## config.mk

```make
export PLATFORM = sky130hd
export DESIGN_NAME = seven_seg_scan_ctrl_flat
export DESIGN_NICKNAME = d
export VERILOG_FILES = /design/src/rtl/seven_seg_scan_if.sv /design/src/rtl/seven_seg_scan_ctrl.sv /design/src/flat_wrapper.sv
export SDC_FILE = /design/constraint.sdc
export NUM_CORES = 1
export LEC_CHECK = 0
export ABC_CLOCK_PERIOD_IN_PS = 2500
export CORE_ASPECT_RATIO = 0.5
export CORE_UTILIZATION = 50
export CTS_CLUSTER_SIZE = 12
export DETAILED_ROUTE_END_ITERATION = 7
export MAX_ROUTING_LAYER = met4
export PLACE_DENSITY = 0.75
export SLEW_MARGIN = 15
export SYNTH_ARGS = -nofsm -noshare
export SYNTH_HDL_FRONTEND = slang
export SYNTH_SLANG_ARGS = --single-unit
```

## constraint.sdc

```tcl
create_clock -name clk -period 2.5 [get_ports clk]
set_clock_uncertainty 0.1 [all_clocks]
set_input_delay 0.5 -clock clk [delete_from_list [all_inputs] [get_ports clk]]
set_output_delay 0.5 -clock clk [all_outputs]
set_load 0.02 [all_outputs]
```

## src/rtl/seven_seg_scan_if.sv

```systemverilog
// Bus between a display-value producer and the seven-segment scan controller.
// The producer drives load/value_in/blank_lz; the controller drives the decoder and anode outputs.
interface seven_seg_scan_if #(
   parameter int NUM_DIGITS = 4
);
   logic                      load;
   logic [4*NUM_DIGITS-1:0]   value_in;
   logic                      blank_lz;
   logic [3:0]                digit_code;
   logic [NUM_DIGITS-1:0]     an;
   logic                      load_ack;
   logic                      frame_done;

   modport master (
      output load, value_in, blank_lz,
      input  digit_code, an, load_ack, frame_done
   );

   modport slave (
      input  load, value_in, blank_lz,
      output digit_code, an, load_ack, frame_done
   );
endinterface

```

## src/rtl/seven_seg_scan_ctrl.sv

```systemverilog
// Multiplexes NUM_DIGITS BCD digits onto one shared seven-segment decoder with a
// dead-time guard between digits, tear-free frame-boundary updates and leading-zero blanking.
module seven_seg_scan_ctrl #(
   parameter int NUM_DIGITS   = 4,
   parameter int REFRESH_DIV  = 50000,
   parameter int GUARD_CYCLES = 8
) (
   input  logic            clk,
   input  logic            reset,
   seven_seg_scan_if.slave bus
);
   localparam int CNT_MAX = (REFRESH_DIV > GUARD_CYCLES) ? REFRESH_DIV : GUARD_CYCLES;
   localparam int CNT_W   = $clog2(CNT_MAX);
   localparam int IDX_W   = $clog2(NUM_DIGITS);

   localparam logic [CNT_W-1:0]      REFRESH_LAST = CNT_W'(REFRESH_DIV - 1);
   localparam logic [CNT_W-1:0]      GUARD_LAST   = CNT_W'(GUARD_CYCLES - 1);
   localparam logic [IDX_W-1:0]      IDX_LAST     = IDX_W'(NUM_DIGITS - 1);
   localparam logic [NUM_DIGITS-1:0] AN_OFF       = '1;
   localparam logic [3:0]            CODE_BLANK   = 4'hF;

   typedef enum logic {GUARD, DRIVE} state_t;
   typedef logic [NUM_DIGITS-1:0][3:0] digits_t;

   state_t                 state, state_nxt;
   logic [CNT_W-1:0]       cnt, cnt_nxt;
   logic [IDX_W-1:0]       idx, idx_nxt;
   logic                   wrap;

   digits_t                value_in_d;
   digits_t                disp;
   digits_t                pend;
   logic                   pend_v;
   logic [NUM_DIGITS-1:0]  lz_blank;

   logic [NUM_DIGITS-1:0]  an_nxt;
   logic [3:0]             code_nxt;
   logic [NUM_DIGITS-1:0]  an_q;
   logic [3:0]             code_q;
   logic                   load_ack_q;
   logic                   frame_done_q;

   assign value_in_d = bus.value_in;

   // A digit above 0 is blanked while it and every more significant digit are zero.
   always_comb begin
      logic zero_above;
      zero_above = 1'b1;
      lz_blank   = '0;
      for (int i = NUM_DIGITS - 1; i > 0; i--) begin
         zero_above  = zero_above & (disp[i] == 4'd0);
         lz_blank[i] = bus.blank_lz & zero_above;
      end
   end

   always_comb begin
      state_nxt = state;
      cnt_nxt   = cnt + 1'b1;
      idx_nxt   = idx;
      wrap      = 1'b0;
      case (state)
         GUARD: begin
            if (cnt == GUARD_LAST) begin
               cnt_nxt   = '0;
               state_nxt = DRIVE;
            end
         end
         DRIVE: begin
            if (cnt == REFRESH_LAST) begin
               cnt_nxt   = '0;
               state_nxt = GUARD;
               if (idx == IDX_LAST) begin
                  idx_nxt = '0;
                  wrap    = 1'b1;
               end else begin
                  idx_nxt = idx + 1'b1;
               end
            end
         end
         default: begin
            cnt_nxt   = '0;
            state_nxt = GUARD;
         end
      endcase

      // Outputs follow the state being entered so they change on the same edge.
      an_nxt   = AN_OFF;
      code_nxt = CODE_BLANK;
      if (state_nxt == DRIVE) begin
         an_nxt[idx_nxt] = 1'b0;
         code_nxt        = lz_blank[idx_nxt] ? CODE_BLANK : disp[idx_nxt];
      end
   end

   always_ff @(posedge clk) begin
      if (reset) begin
         state        <= GUARD;
         cnt          <= '0;
         idx          <= '0;
         disp         <= '0;
         pend_v       <= 1'b0;
         an_q         <= AN_OFF;
         code_q       <= CODE_BLANK;
         load_ack_q   <= 1'b0;
         frame_done_q <= 1'b0;
      end else begin
         state        <= state_nxt;
         cnt          <= cnt_nxt;
         idx          <= idx_nxt;
         an_q         <= an_nxt;
         code_q       <= code_nxt;
         frame_done_q <= wrap;
         load_ack_q   <= wrap & (bus.load | pend_v);
         // A load coinciding with the wrap bypasses the pending register.
         if (wrap) begin
            pend_v <= 1'b0;
            if (bus.load) begin
               disp <= value_in_d;
            end else if (pend_v) begin
               disp <= pend;
            end
         end else if (bus.load) begin
            pend_v <= 1'b1;
         end
      end
   end

   always_ff @(posedge clk) begin
      if (bus.load) begin
         pend <= value_in_d;
      end
   end

   assign bus.an         = an_q;
   assign bus.digit_code = code_q;
   assign bus.load_ack   = load_ack_q;
   assign bus.frame_done = frame_done_q;

   a_an_single_low : assert property (@(posedge clk) disable iff (reset)
      $countones(~an_q) <= 1);
   a_guard_dark : assert property (@(posedge clk) disable iff (reset)
      (state == GUARD) |-> (an_q == AN_OFF));
endmodule
```

## src/flat_wrapper.sv

```systemverilog
// flat-port wrapper written by rule: the top's interface ports become plain ports
module seven_seg_scan_ctrl_flat 
#(
   parameter int NUM_DIGITS   = 4,
   parameter int REFRESH_DIV  = 50000,
   parameter int GUARD_CYCLES = 8
)
  (clk, reset, bus_load, bus_value_in, bus_blank_lz, bus_digit_code, bus_an, bus_load_ack, bus_frame_done);
  seven_seg_scan_if #(.NUM_DIGITS(NUM_DIGITS)) bus_i ();
  input  logic clk;
  input  logic reset;
  input wire logic [$bits(bus_i.load)-1:0] bus_load;
  input wire logic [$bits(bus_i.value_in)-1:0] bus_value_in;
  input wire logic [$bits(bus_i.blank_lz)-1:0] bus_blank_lz;
  output wire logic [$bits(bus_i.digit_code)-1:0] bus_digit_code;
  output wire logic [$bits(bus_i.an)-1:0] bus_an;
  output wire logic [$bits(bus_i.load_ack)-1:0] bus_load_ack;
  output wire logic [$bits(bus_i.frame_done)-1:0] bus_frame_done;
  assign bus_i.load = bus_load;
  assign bus_i.value_in = bus_value_in;
  assign bus_i.blank_lz = bus_blank_lz;
  assign bus_digit_code = bus_i.digit_code;
  assign bus_an = bus_i.an;
  assign bus_load_ack = bus_i.load_ack;
  assign bus_frame_done = bus_i.frame_done;
  seven_seg_scan_ctrl #(.NUM_DIGITS(NUM_DIGITS), .REFRESH_DIV(REFRESH_DIV), .GUARD_CYCLES(GUARD_CYCLES)) u_core (.clk(clk), .reset(reset), .bus(bus_i));
endmodule
```

* After elaboration in Yosys (flattened, before gate mapping)
Index checks and enable logic that the tools add are counted.
** Storage, ports and cells
- Bits in registers :: 62
- Input port bits :: 20
- Output and inout port bits :: 10
- Word-level logic and storage cells :: 62
** Cells by class
- Add/sub/neg operators :: 2
- $lt $le $gt $ge :: 2
- Eq/ne operators :: 3
- Mux-type cells :: 20
- Bitwise gates (word level) :: 10
- Reduce and logical (&&, ||, !) cells :: 9
** Operators with widths (number)
- $mux W16 :: 4
- $pmux W16 S2 :: 1
- $add A16 B1 Y16 const B :: 1
- $eq A16 B16 Y1 const B :: 1
- $eq A16 B3 Y1 const B :: 1
- $logic_not A4 Y1 :: 3
- $bmux W4 S2 :: 1
- $mux W1 :: 7
- $and A1 B1 Y1 :: 6
- $mux W2 :: 3
- $mux W4 :: 1
- $not A4 Y4 :: 1
- $reduce_or A2 Y1 :: 2
- $lt A2 B3 Y1 const B :: 1
- $reduce_or A3 Y1 :: 1
- $add A2 B1 Y2 const B :: 1
- $bmux W1 S2 :: 1
- $demux W1 S2 :: 1
- $eq A2 B2 Y1 const B :: 1
- $ge A2 B1 Y1 const B :: 1
- $not A1 Y1 :: 2
- $pmux W1 S2 :: 1
- $reduce_and A2 Y1 :: 1
- $reduce_bool A2 Y1 :: 1
- other kinds (2) :: 2

* Logic depth before layout (Yosys ltp)
Gate-level depths: netlist (run 1).
- Depth after elaboration :: 9
- Depth in mapped cells :: 8
- Depth with buffers taken out :: 6

* Worst setup path after synthesis (run 1)
No wires, ideal clock.
- Path type :: flip-flop to flip-flop
- From :: register u_core.cnt[0]
- To :: register u_core.disp[7] (netlist name)
- Setup time :: 80 ps
- Arrival :: 2407 ps
- Required time :: 2320 ps
- Slack :: -88 ps
- Stages on the path, launching flop included :: 9
- Path buffers :: 2
- Period minus slack after synthesis :: 2588 ps
- Cells stage by stage :: dfxtp_1 -> ha_1 -> or4b_4 -> or4_1 -> buf_2 -> nor3b_4 -> buf_6 -> nor2_1 -> a211oi_2
** Between the ends
- Longest elaborated chain between the ends :: 4
** RTL lines
- from (decl) :: RTL line seven_seg_scan_ctrl.sv:26 : logic [CNT_W-1:0] cnt, cnt_nxt;
- from (signal assigned) :: RTL line seven_seg_scan_ctrl.sv:108 : cnt <= cnt_nxt;
- $eq A16 B16 Y1 :: RTL line seven_seg_scan_ctrl.sv:69 : if (cnt == REFRESH_LAST) begin
- $mux W1 :: RTL line seven_seg_scan_ctrl.sv:69
- $mux W1 :: RTL line seven_seg_scan_ctrl.sv:61 : case (state)
- $reduce_and A2 Y1 (no line)
- to (signal assigned) :: RTL line seven_seg_scan_ctrl.sv:118 : disp <= value_in_d;
- to (signal assigned) :: RTL line seven_seg_scan_ctrl.sv:120 : disp <= pend;
- to (decl) :: RTL line seven_seg_scan_ctrl.sv:31 : digits_t disp;
Every way passes these cells.
A chain may end at the register's enable or synchronous reset.

* Worst setup path in the final report (run 1)
- From :: register u_core.cnt[1]
- To :: register u_core.code_q[2], in the netlist u_core.bus.digit_code[2]
** Between the ends
- Longest elaborated chain between the ends :: 6
- Elaborated cells between the ends (all ways) :: 13
- Classes of those cells :: eq/ne (2); mux (9); bitwise (1); reduce/logical (1)
** RTL lines
- $eq A16 B16 Y1 :: RTL line seven_seg_scan_ctrl.sv:69
- $mux W2 :: RTL line seven_seg_scan_ctrl.sv:69
- $mux W2 :: RTL line seven_seg_scan_ctrl.sv:61
- $bmux W1 S2 :: RTL line seven_seg_scan_ctrl.sv:91 : code_nxt = lz_blank[idx_nxt] ? CODE_BLANK : disp[idx_nxt];
- $mux W1 (implied by the code) :: RTL line seven_seg_scan_ctrl.sv:91
- $reduce_or A3 Y1 (no line)
- to (signal assigned) :: RTL line seven_seg_scan_ctrl.sv:111 : code_q <= code_nxt;
- to (decl) :: RTL line seven_seg_scan_ctrl.sv:39 : logic [3:0] code_q;
Several ways; a longest one is shown, not always the timed one. The select of a mux whose other input is x is not followed.

==> results of run 1 <==
[final cells by class]
type / instances / area, µm²
flip-flops and latches: 62 / 1406
inverters: 12 / 45.04
well taps: 70 / 87.58
multi-input cells: 159 / 1251
clock buffers: 11 / 141.4
fillers: 389 / 1546
repair buffers: 54 / 518.0
clock inverters: 5 / 48.80
[per-stage QoR]
step | total power [µW] | cell area (µm²) | hold WS, ns
floorplan | 1144 | 2746 | 0.3325
global placement | 1202 | 3213 | 0.3985
detailed placement | 1208 | 3213 | 0.3994
CTS | 2055 | 3438 | 0.4081
global route | 2113 | 3498 | 0.4196
finish | 2036 | 3498 | 0.4113
[repair_timing]
item | 4_1_cts | 5_1_grt
endpoints found under the hold margin | 0 | 0
gates resized for setup | 1 | 6
hold buffers | 0 | 0
pin swaps | 1 | 5
gates cloned | 1 | 0
endpoints found under the setup margin | 12 | 20
setup buffers | 1 | 4
[tightest hold or removal path: cells and delay by family (launching register included)]
kind | cells | cell delay [ns]
AOI/OAI and AO/OA | 1 | 0.05
DFF | 1 | 0.32
and+or+nand+nor | 1 | 0.10
[registers in the layout (all words and copies together) (netlist names)]
name	count
u_core.bus.an	4
u_core.state	1
u_core.idx	2
u_core.pend	16
u_core.cnt	16
u_core.pend_v	1
u_core.disp	16
u_core.bus.load_ack	1
u_core.bus.frame_done	1
u_core.bus.digit_code	4
[power groups by stage]
| stage | Clock [µW] | Sequential (µW) | Combinational, µW |
|---|---|---|---|
| 6_report | 848 | 1070 | 119 |
| 5_1_grt | 912 | 1070 | 130 |
| 4_1_cts | 867 | 1070 | 118 |
| 3_5_place_dp | 0 | 1090 | 117 |
| 3_3_place_gp | 0 | 1090 | 113 |
| 2_1_floorplan | 0 | 1090 | 53.7 |
[per-layer routing]
layer	GRT usage (%)	vias to the layer above	routed length, µm
li1	-	1000	-
met1	25.13	943	2648
met2	33.55	33	2525
met3	7.022	13	206
met4	10.42	0	104
met5	-	-	0
[logic make-up after synthesis]
kind of cell / Yosys count
adders and majority gates: 2
DFF: 62
buffers and inverters: 22
AOI/OAI and AO/OA: 46
and+or+nand+nor: 81
xor gates and xnor gates: 14
muxes: 16
[synthesized netlist by cell type (2+ instances only)]
| cell type | number |
|---|---|
| xor2_1 | 10 |
| mux2i_1 | 16 |
| nand2_1 | 7 |
| or4_4 | 2 |
| nor2_1 | 41 |
| nor4_1 | 3 |
| and3_1 | 2 |
| dfxtp_1 | 46 |
| a211oi_1 | 4 |
| nand3_1 | 11 |
| inv_1 | 12 |
| xnor2_1 | 4 |
| nand3b_1 | 2 |
| a21o_1 | 5 |
| nor3_1 | 3 |
| o211ai_1 | 16 |
| buf_6 | 2 |
| buf_2 | 3 |
| ha_1 | 2 |
| nand4_1 | 3 |
| a211oi_2 | 14 |
| clkbuf_1 | 4 |
| edfxtp_1 | 16 |
[path summary, 6_finish.rpt]
| kind | start | end | slack (ns) | depth (start not counted) |
|---|---|---|---|---|
| max | u_core.cnt[1] | u_core.bus.digit_code[2] | 0.01 | 7 |
| min | u_core.disp[0] | u_core.disp[0] | 0.41 | 2 |
| max reg2reg | u_core.cnt[1] | u_core.bus.digit_code[2] | 0.01 | 7 |
| min reg2reg | u_core.disp[0] | u_core.disp[0] | 0.41 | 2 |
==> results.json, run 1 <==
{
  "port_buffers": 29,
  "synth_edf_count": 16,
  "first_global_vias": 1840,
  "ant_nets": 0,
  "fmax_mhz": 402.2,
  "critPathBufInv": 1,
  "slowest_stage": "or4b_4",
  "synth.distinct_cells": 38,
  "vdd_drop_max_v": 0.0004052,
  "path_cells": "ha_4 > or4b_4 > buf_4 > o41a_1 > a211oi_2 > o311ai_2 > a21o_1",
  "yosys.area_share.xor_xnor_pct": 4.556,
  "synth_fa_ha_area_share_pct": 0.9298,
  "arrival_ns": 2.62,
  "clkTransAtPathRegs_ns": 0.07,
  "die_y_um": 53.88,
  "synthSimpleGateAreaFrac_pct": 15.81,
  "critPathMaxFanout": 4,
  "grtUsageTotal_pct": 21.26,
  "cts_buffers": 9,
  "initial_core_util_pct": 53.35,
  "core_um2": 5045,
  "p_int_uw": 1597,
  "netlist_instances": 243,
  "synth_area_leaders": "dfxtp_1, edfxtp_1, a211oi_2, mux2i_1, nor2_1",
  "synth_compound_area_share_pct": 16.78,
  "die_w_um": 105.8,
  "max_cap_viol_count": 0,
  "avgRoutedWirePerCell_um": 14.71,
  "clockPowerShare_pct": 41.7,
  "cts_tree": "built",
  "synth-seq-area-share_pct": 52.07,
  "hold_class": "reg2reg",
  "syn_nets": 265,
  "grt_pass1_wl_um": 8618,
  "p_per_area_nw_per_um2": 581.9,
  "cts_root_buffer": "clkbuf_8",
  "fin_setup_tns_ns": 0,
  "final_nets": 320,
  "layout_setup_ws_ns": 0.01352,
  "preCtsSetupSlack_ns": -0.02955,
  "critPathRequiredTime_ns": 2.64,
  "via_per_inst": 5.332,
  "rows": 18,
  "leakage_uw": 0.001252,
  "slowest_delay_ns": 0.49,
  "antenna_found_initial": 0,
  "vias": 1989,
  "final_core_utilization_pct": 69.35,
  "grt_max_degree": 20,
  "synth_area_leader_cell": "dfxtp_1",
  "synth_ff_type": "dfxtp_1",
  "comb_power_share_pct": 5.8,
  "netlist_area_um2": 2691,
  "syn_to_final_growth_pct": 29.99,
  "switching_share_pct": 21.56,
  "hold_viol_final": 0,
  "dp_cells": 351,
  "setup_violations": 0,
  "syn_area_per_cell_um2": 11.08,
  "cts_buffer_depth": 2,
  "status": "finished clean",
  "dp_hpwl_um": 3582,
  "drt-pass1-iter-count": 4,
  "maxSlewViolCount": 0,
  "netlist.area_leader.share_pct": 34.22,
  "num_io_pins": 30,
  "drtIter0Drc": 67,
  "sequentialPowerShare_pct": 52.5,
  "worst_pin_slew_ns": 0.6126,
  "synth.area.mux_share_pct": 5.951,
  "die-area_um2": 5698,
  "p_sw_uw": 438.9,
  "synth_warnings": 0,
  "final_cell_mix": "dfxtp_1, nor2_1, clkdlybuf4s50_1",
  "synth_top_family_by_area": "compound AO/OA/AOI/OAI gates",
  "overflow": 0,
  "finalCriticalPeriod_ns": 2.486,
  "drc_errors": 0,
  "start_kind": "flip-flop",
  "async_flop_share_pct": 0,
  "cts_htree_levels": 3,
  "finalCritPeriodShare_pct": 99.46,
  "endpoint_kind": "flip-flop",
  "path_class": "reg2reg",
  "final_common_cell": "dfxtp_1",
  "cts.sinks": 62,
  "gp_congestion": 0.8606,
  "relSlewSlack_pct": 58.78,
  "antenna_cells": 0,
  "wl_um": 5485,
  "ys_seq_elements": 62,
  "insertion_delay_ns": 0.34,
  "fin_cells": 373,
  "cp_top_family": "compound AO/OA/AOI/OAI gates",
  "drive_gt1_share_pct": 23.43
}
Power figures use the tool's default switching activity.
==> run 2, diff against run 1 <==
SLEW_MARGIN = not set   (was 15)
==> results of run 2 <==
The final DEF is identical to that of run 1; final timing and power are the same.
==> RTL change 1 (config.mk and constraints of run 2) <==
`NUM_DIGITS` is set to 4 in 3 places; all go to 8.
--- a/src/rtl/seven_seg_scan_if.sv
+++ b/src/rtl/seven_seg_scan_if.sv
@@ -2,5 +2,5 @@
 // The producer drives load/value_in/blank_lz; the controller drives the decoder and anode outputs.
 interface seven_seg_scan_if #(
-   parameter int NUM_DIGITS = 4
+   parameter int NUM_DIGITS = 8
 );
    logic                      load;
--- a/src/rtl/seven_seg_scan_ctrl.sv
+++ b/src/rtl/seven_seg_scan_ctrl.sv
@@ -2,5 +2,5 @@
 // dead-time guard between digits, tear-free frame-boundary updates and leading-zero blanking.
 module seven_seg_scan_ctrl #(
-   parameter int NUM_DIGITS   = 4,
+   parameter int NUM_DIGITS   = 8,
    parameter int REFRESH_DIV  = 50000,
    parameter int GUARD_CYCLES = 8
--- a/src/flat_wrapper.sv
+++ b/src/flat_wrapper.sv
@@ -2,5 +2,5 @@
 module seven_seg_scan_ctrl_flat 
 #(
-   parameter int NUM_DIGITS   = 4,
+   parameter int NUM_DIGITS   = 8,
    parameter int REFRESH_DIV  = 50000,
    parameter int GUARD_CYCLES = 8
Ports: changed (resized bus_an and bus_value_in); port bits go from 30 to 50. The function was not compared with the original's and may differ.
==> RTL change 1 against run 2 <==
The flow now finishes with violations (negative setup slack); routed wire length grew 78%; total power increased by 60%; worst hold slack worse by 0.091 ns; die area rose by 55%; cell count up 54%; maximum frequency is 3.8% lower; final area up 57%; sequential cell count increased by 37; sequential share of layout area grew 1.8 points; combinational power increased by 48%; worst setup slack got worse by 0.099 ns; area after synthesis is 57% higher; critical endpoint is now u_core.bus.digit_code[1]; highest routed layer unchanged.
==> RTL change 1: results (changes against run 2) <==
.. list-table::
   :header-rows: 1

   * - Metric
     - Value
   * - Core Util, Final
     - 67.9% (was 69.3%)
   * - Final count of negative-setup-slack endpoints
     - 4 (was 0)
   * - Count of inverters other than clock inverters in the layout
     - 4 (was 12)
   * - Std-Cell Rows
     - 23 (was 18)
   * - List of most frequent post-synthesis cells
     - dfxtp_1 (67), nor2_1 (64), mux2i_1 (48) (was dfxtp_1 (46), nor2_1 (41), edfxtp_1 (16), mux2i_1 (16), o211ai_1 (16))
   * - Cell type of the slowest stage on the worst timing path
     - or4_4 (was or4b_4)
   * - M1 WL
     - 4500 µm (was 2650 µm)
   * - Top cells by area in the synthesized netlist
     - dfxtp_1 (32%), edfxtp_1 (23%), mux2i_1 (11%), a211oi_1 (5.9%), nor2_1 (5.7%) (was dfxtp_1 (34%), edfxtp_1 (18%), a211oi_2 (6.5%), mux2i_1 (6.0%), nor2_1 (5.7%))
   * - DRC violation total after the first TritonRoute iteration
     - 255 (was 67)
   * - Layout cell share with drive strength beyond 1
     - 18.4% (was 23.4%)
   * - Kind of cell with the highest combined delay on the critical path
     - simple AND/OR/NAND/NOR gates (was compound AO/OA/AOI/OAI gates)
   * - Post-layout net count
     - 495 (was 320)
   * - Final sequential cell count
     - 99 (was 62)
   * - Met2 wire length
     - 4700 µm (was 2530 µm)
   * - Registers with the most flip-flops
     - u_core.disp (32), u_core.pend (32), u_core.cnt (16) (was u_core.cnt (16), u_core.disp (16), u_core.pend (16))
   * - Grt met1 use
     - 25.8% (was 25.1%)
   * - Status
     - finished with violations (was finished clean)
   * - Setup slack after layout
     - -0.0855 ns (was 0.0135 ns)
   * - Hold WS
     - 0.320 ns (was 0.411 ns)
   * - DP Area
     - 4990 µm² (was 3210 µm²)
   * - CP Launch Point
     - u_core.cnt[13] (was u_core.cnt[1])
   * - P_leak
     - 0.00207 µW (was 0.00125 µW)
   * - Number of global-route vias before repair
     - 3071 (was 1840)
   * - Worst Setup Slack post-DPL
     - -0.482 ns (was -0.0295 ns)
   * - Setup TNS
     - -0.238 ns (was 0 ns)
   * - Met2 routing resource usage after global routing
     - 38.3% (was 33.6%)
   * - Delay contributed by the slowest stage of the critical path
     - 0.54 ns (was 0.49 ns)
   * - Number of flops mapped to enable cells by yosys
     - 32 (was 16)
   * - Number of cell instances on the worst register-to-register path
     - 8 (was 7)
   * - Reg2Reg Capture Point
     - u_core.bus.digit_code[1] (was u_core.bus.digit_code[2])
   * - Violations in the final reports
     - negative setup slack
   * - Mapped Cells
     - 381 (was 243)
==> RTL change 1: cell count changes after synthesis, moves of 6 or more <==
cell,before,now
mux2i_1,16,48
a211oi_1,4,33
nor2_1,41,64
dfxtp_1,46,67
edfxtp_1,16,32
o211ai_1,16,0
a211oi_2,14,0
o21ai_0,0,9
clkbuf_1,4,12
inv_1,12,4
o22a_1,0,8
nand2_1,7,13
==> RTL change 1: timing repair <==
action,in CTS,in global routing
cloned,1,3
pin swaps,11,17
endpoints found under the setup margin,4,12
resized for setup,13,10
setup buffers,4,1
==> RTL change 1: kinds of logic (layout without fill, tap and decap cells) <==
kind of cell / after synthesis / in the layout / share of synthesized area, %
flip-flops: 99 / 99 / 54.4
AND/OR/NAND/NOR: 129 / 129 / 15.9
multiplexers: 48 / 48 / 11.4
adder cells (fa/ha/maj): 3 / 3 / 0.888
AO/OA/AOI/OAI: 63 / 63 / 11.5
buffers and inverters: 25 / 105 / 3.02
XOR/XNOR: 14 / 14 / 2.90
==> RTL change 2 (flow settings as in run 2) <==
Made on the original files. Reset style: asynchronous (`reset`), changed in one clocked block.
--- a/src/rtl/seven_seg_scan_ctrl.sv
+++ b/src/rtl/seven_seg_scan_ctrl.sv
@@ -93,5 +93,5 @@
    end
 
-   always_ff @(posedge clk) begin
+   always_ff @(posedge clk or posedge reset) begin
       if (reset) begin
          state        <= GUARD;
Check against the original RTL: differs if reset is asserted again (counterexample within 10 cycles, from zero or initial values and one cycle with reset high); with reset held inactive, the same outputs for 10 cycles.
==> RTL change 2 against run 2 <==
Count of clock-buffer cells in the layout shrank 1; routed wire length fell by 10%; sequential cell count unchanged; worst setup slack better by 0.12 ns; critical path depth did not move; total power grew 1.2%; final area decreased by 5.1%; non-clock buffer count is 18 lower; global-route usage decreased by 0.64 points; clock power grew 7.1%; synthesized cell count shrank 7.0%; combinational power is 30% lower; area after synthesis is the same; maximum frequency is 5.1% higher; largest power group unchanged.
==> RTL change 2: results (changes against run 2) <==
.. list-table::
   :header-rows: 1

   * - Metric
     - Value
   * - Status
     - finished clean (unchanged)
   * - P_leak
     - 0.00142 µW (was 0.00125 µW)
   * - Hold_sp
     - u_core.disp[0] (unchanged)
   * - DRC violation total after the first TritonRoute iteration
     - 99 (was 67)
   * - Met2 wire length
     - 2310 µm (was 2530 µm)
   * - Worst Hold Path EP
     - u_core.disp[0] (unchanged)
   * - Global-route wire length before repair
     - 8300 µm (was 8620 µm)
   * - Post-layout net count
     - 289 (was 320)
   * - Transition time at the pin with the least slew margin
     - 0.704 ns (was 0.613 ns)
   * - Post-synth top flop
     - dfrtp_1 (was dfxtp_1)
   * - Top cells by area in the synthesized netlist
     - dfrtp_1 (35%), edfxtp_1 (18%), dfstp_2 (7.8%), mux2i_1 (6.3%), nand2_1 (3.8%) (was dfxtp_1 (34%), edfxtp_1 (18%), a211oi_2 (6.5%), mux2i_1 (6.0%), nor2_1 (5.7%))
   * - Aggregate routed wire length
     - 4930 µm (was 5490 µm)
   * - CP Launch Point
     - u_core.cnt[5] (was u_core.cnt[1])
   * - DP Area
     - 3100 µm² (was 3210 µm²)
   * - Maximum number of pins on one net before global-route repair
     - 34 (was 20)
   * - Worst vdd ir
     - 0.000435 V (was 0.000405 V)
   * - Distinct cells, synth
     - 41 (was 38)
   * - Vias per inst
     - 5.39 (was 5.33)
   * - Setup slack, reg-to-reg
     - 0.13 ns (was 0.01 ns)
   * - Fraction of registers with async set or reset after synthesis
     - 74.2% (was 0%)
   * - Number of instances resized during post-cts repair
     - 0 (was 1)
   * - Cell type of the slowest stage on the worst timing path
     - or3_1 (was or4b_4)
   * - Biggest fanout along the worst timing path
     - 10 (was 4)
   * - Multiplexer fraction of the synthesized cell area
     - 6.83% (was 5.95%)
   * - Half-perimeter wire length after detailed placement
     - 3430 µm (was 3580 µm)
   * - List of most frequent post-synthesis cells
     - dfrtp_1 (38), nand2_1 (27), mux2i_1 (17) (was dfxtp_1 (46), nor2_1 (41), edfxtp_1 (16), mux2i_1 (16), o211ai_1 (16))
   * - Final critical-path share of the clock period
     - 94.6% (was 99.5%)
   * - Layout cell share with drive strength beyond 1
     - 14.7% (was 23.4%)
   * - Mean post-synth cell area
     - 11.9 µm² (was 11.1 µm²)
   * - Sum of met3 wire segment lengths after detailed routing
     - 268 µm (was 206 µm)
   * - Global routing usage on met3
     - 7.38% (was 7.02%)
   * - Compound-gate portion of the synthesized area
     - 9.30% (was 16.8%)
   * - Number of global-route vias before repair
     - 1753 (was 1840)
   * - Placed Instances
     - 326 (was 351)
   * - Grt met1 use
     - 25.5% (was 25.1%)
   * - Met2 routing resource usage after global routing
     - 31.2% (was 33.6%)
   * - Total global-route track usage
     - 20.6% (was 21.3%)
   * - Hold WS
     - 0.391 ns (was 0.411 ns)
   * - Worst Setup Slack post-DPL
     - 0.0167 ns (was -0.0295 ns)
   * - Count of buffers added by post-CTS timing repair for setup
     - 0 (was 1)
   * - Number of non-filler instances in the completed layout
     - 342 (was 373)
   * - M1 WL
     - 2260 µm (was 2650 µm)
-- RTL change 2: cell types whose count changed after synthesis, moves of 15 or more --
cell | before | now
dfxtp_1 | 46 | 0
dfrtp_1 | 0 | 38
nor2_1 | 41 | 16
nand2_1 | 7 | 27
o21ai_0 | 0 | 15
-- RTL change 2: worst max-delay path, delay by kind of cell, from the launching register on --
| family | cells | cell delay [ns] |
|---|---|---|
| flops | 1 | 0.42 |
| simple gates | 3 | 1.10 |
| compound gates | 2 | 0.40 |
| mux | 1 | 0.15 |
| buf+inv | 1 | 0.10 |
-- RTL change 2: power by group --
group          internal, µW  switching (µW)  total, µW
clock                   549             359        908
sequential             1060            5.50       1070
combinational          42.6            40.3       82.9
-- RTL change 2: area by class of cell --
cell class | count | area (µm²)
Clock buffer | 10 | 128
Inverter | 6 | 22.5
Timing Repair Buffer | 36 | 343
Multi-Input combinational cell | 152 | 1020
Fill cell | 392 | 1730
Clock inverter | 6 | 76.3
Tap cell | 70 | 87.6
Sequential cell | 62 | 1640
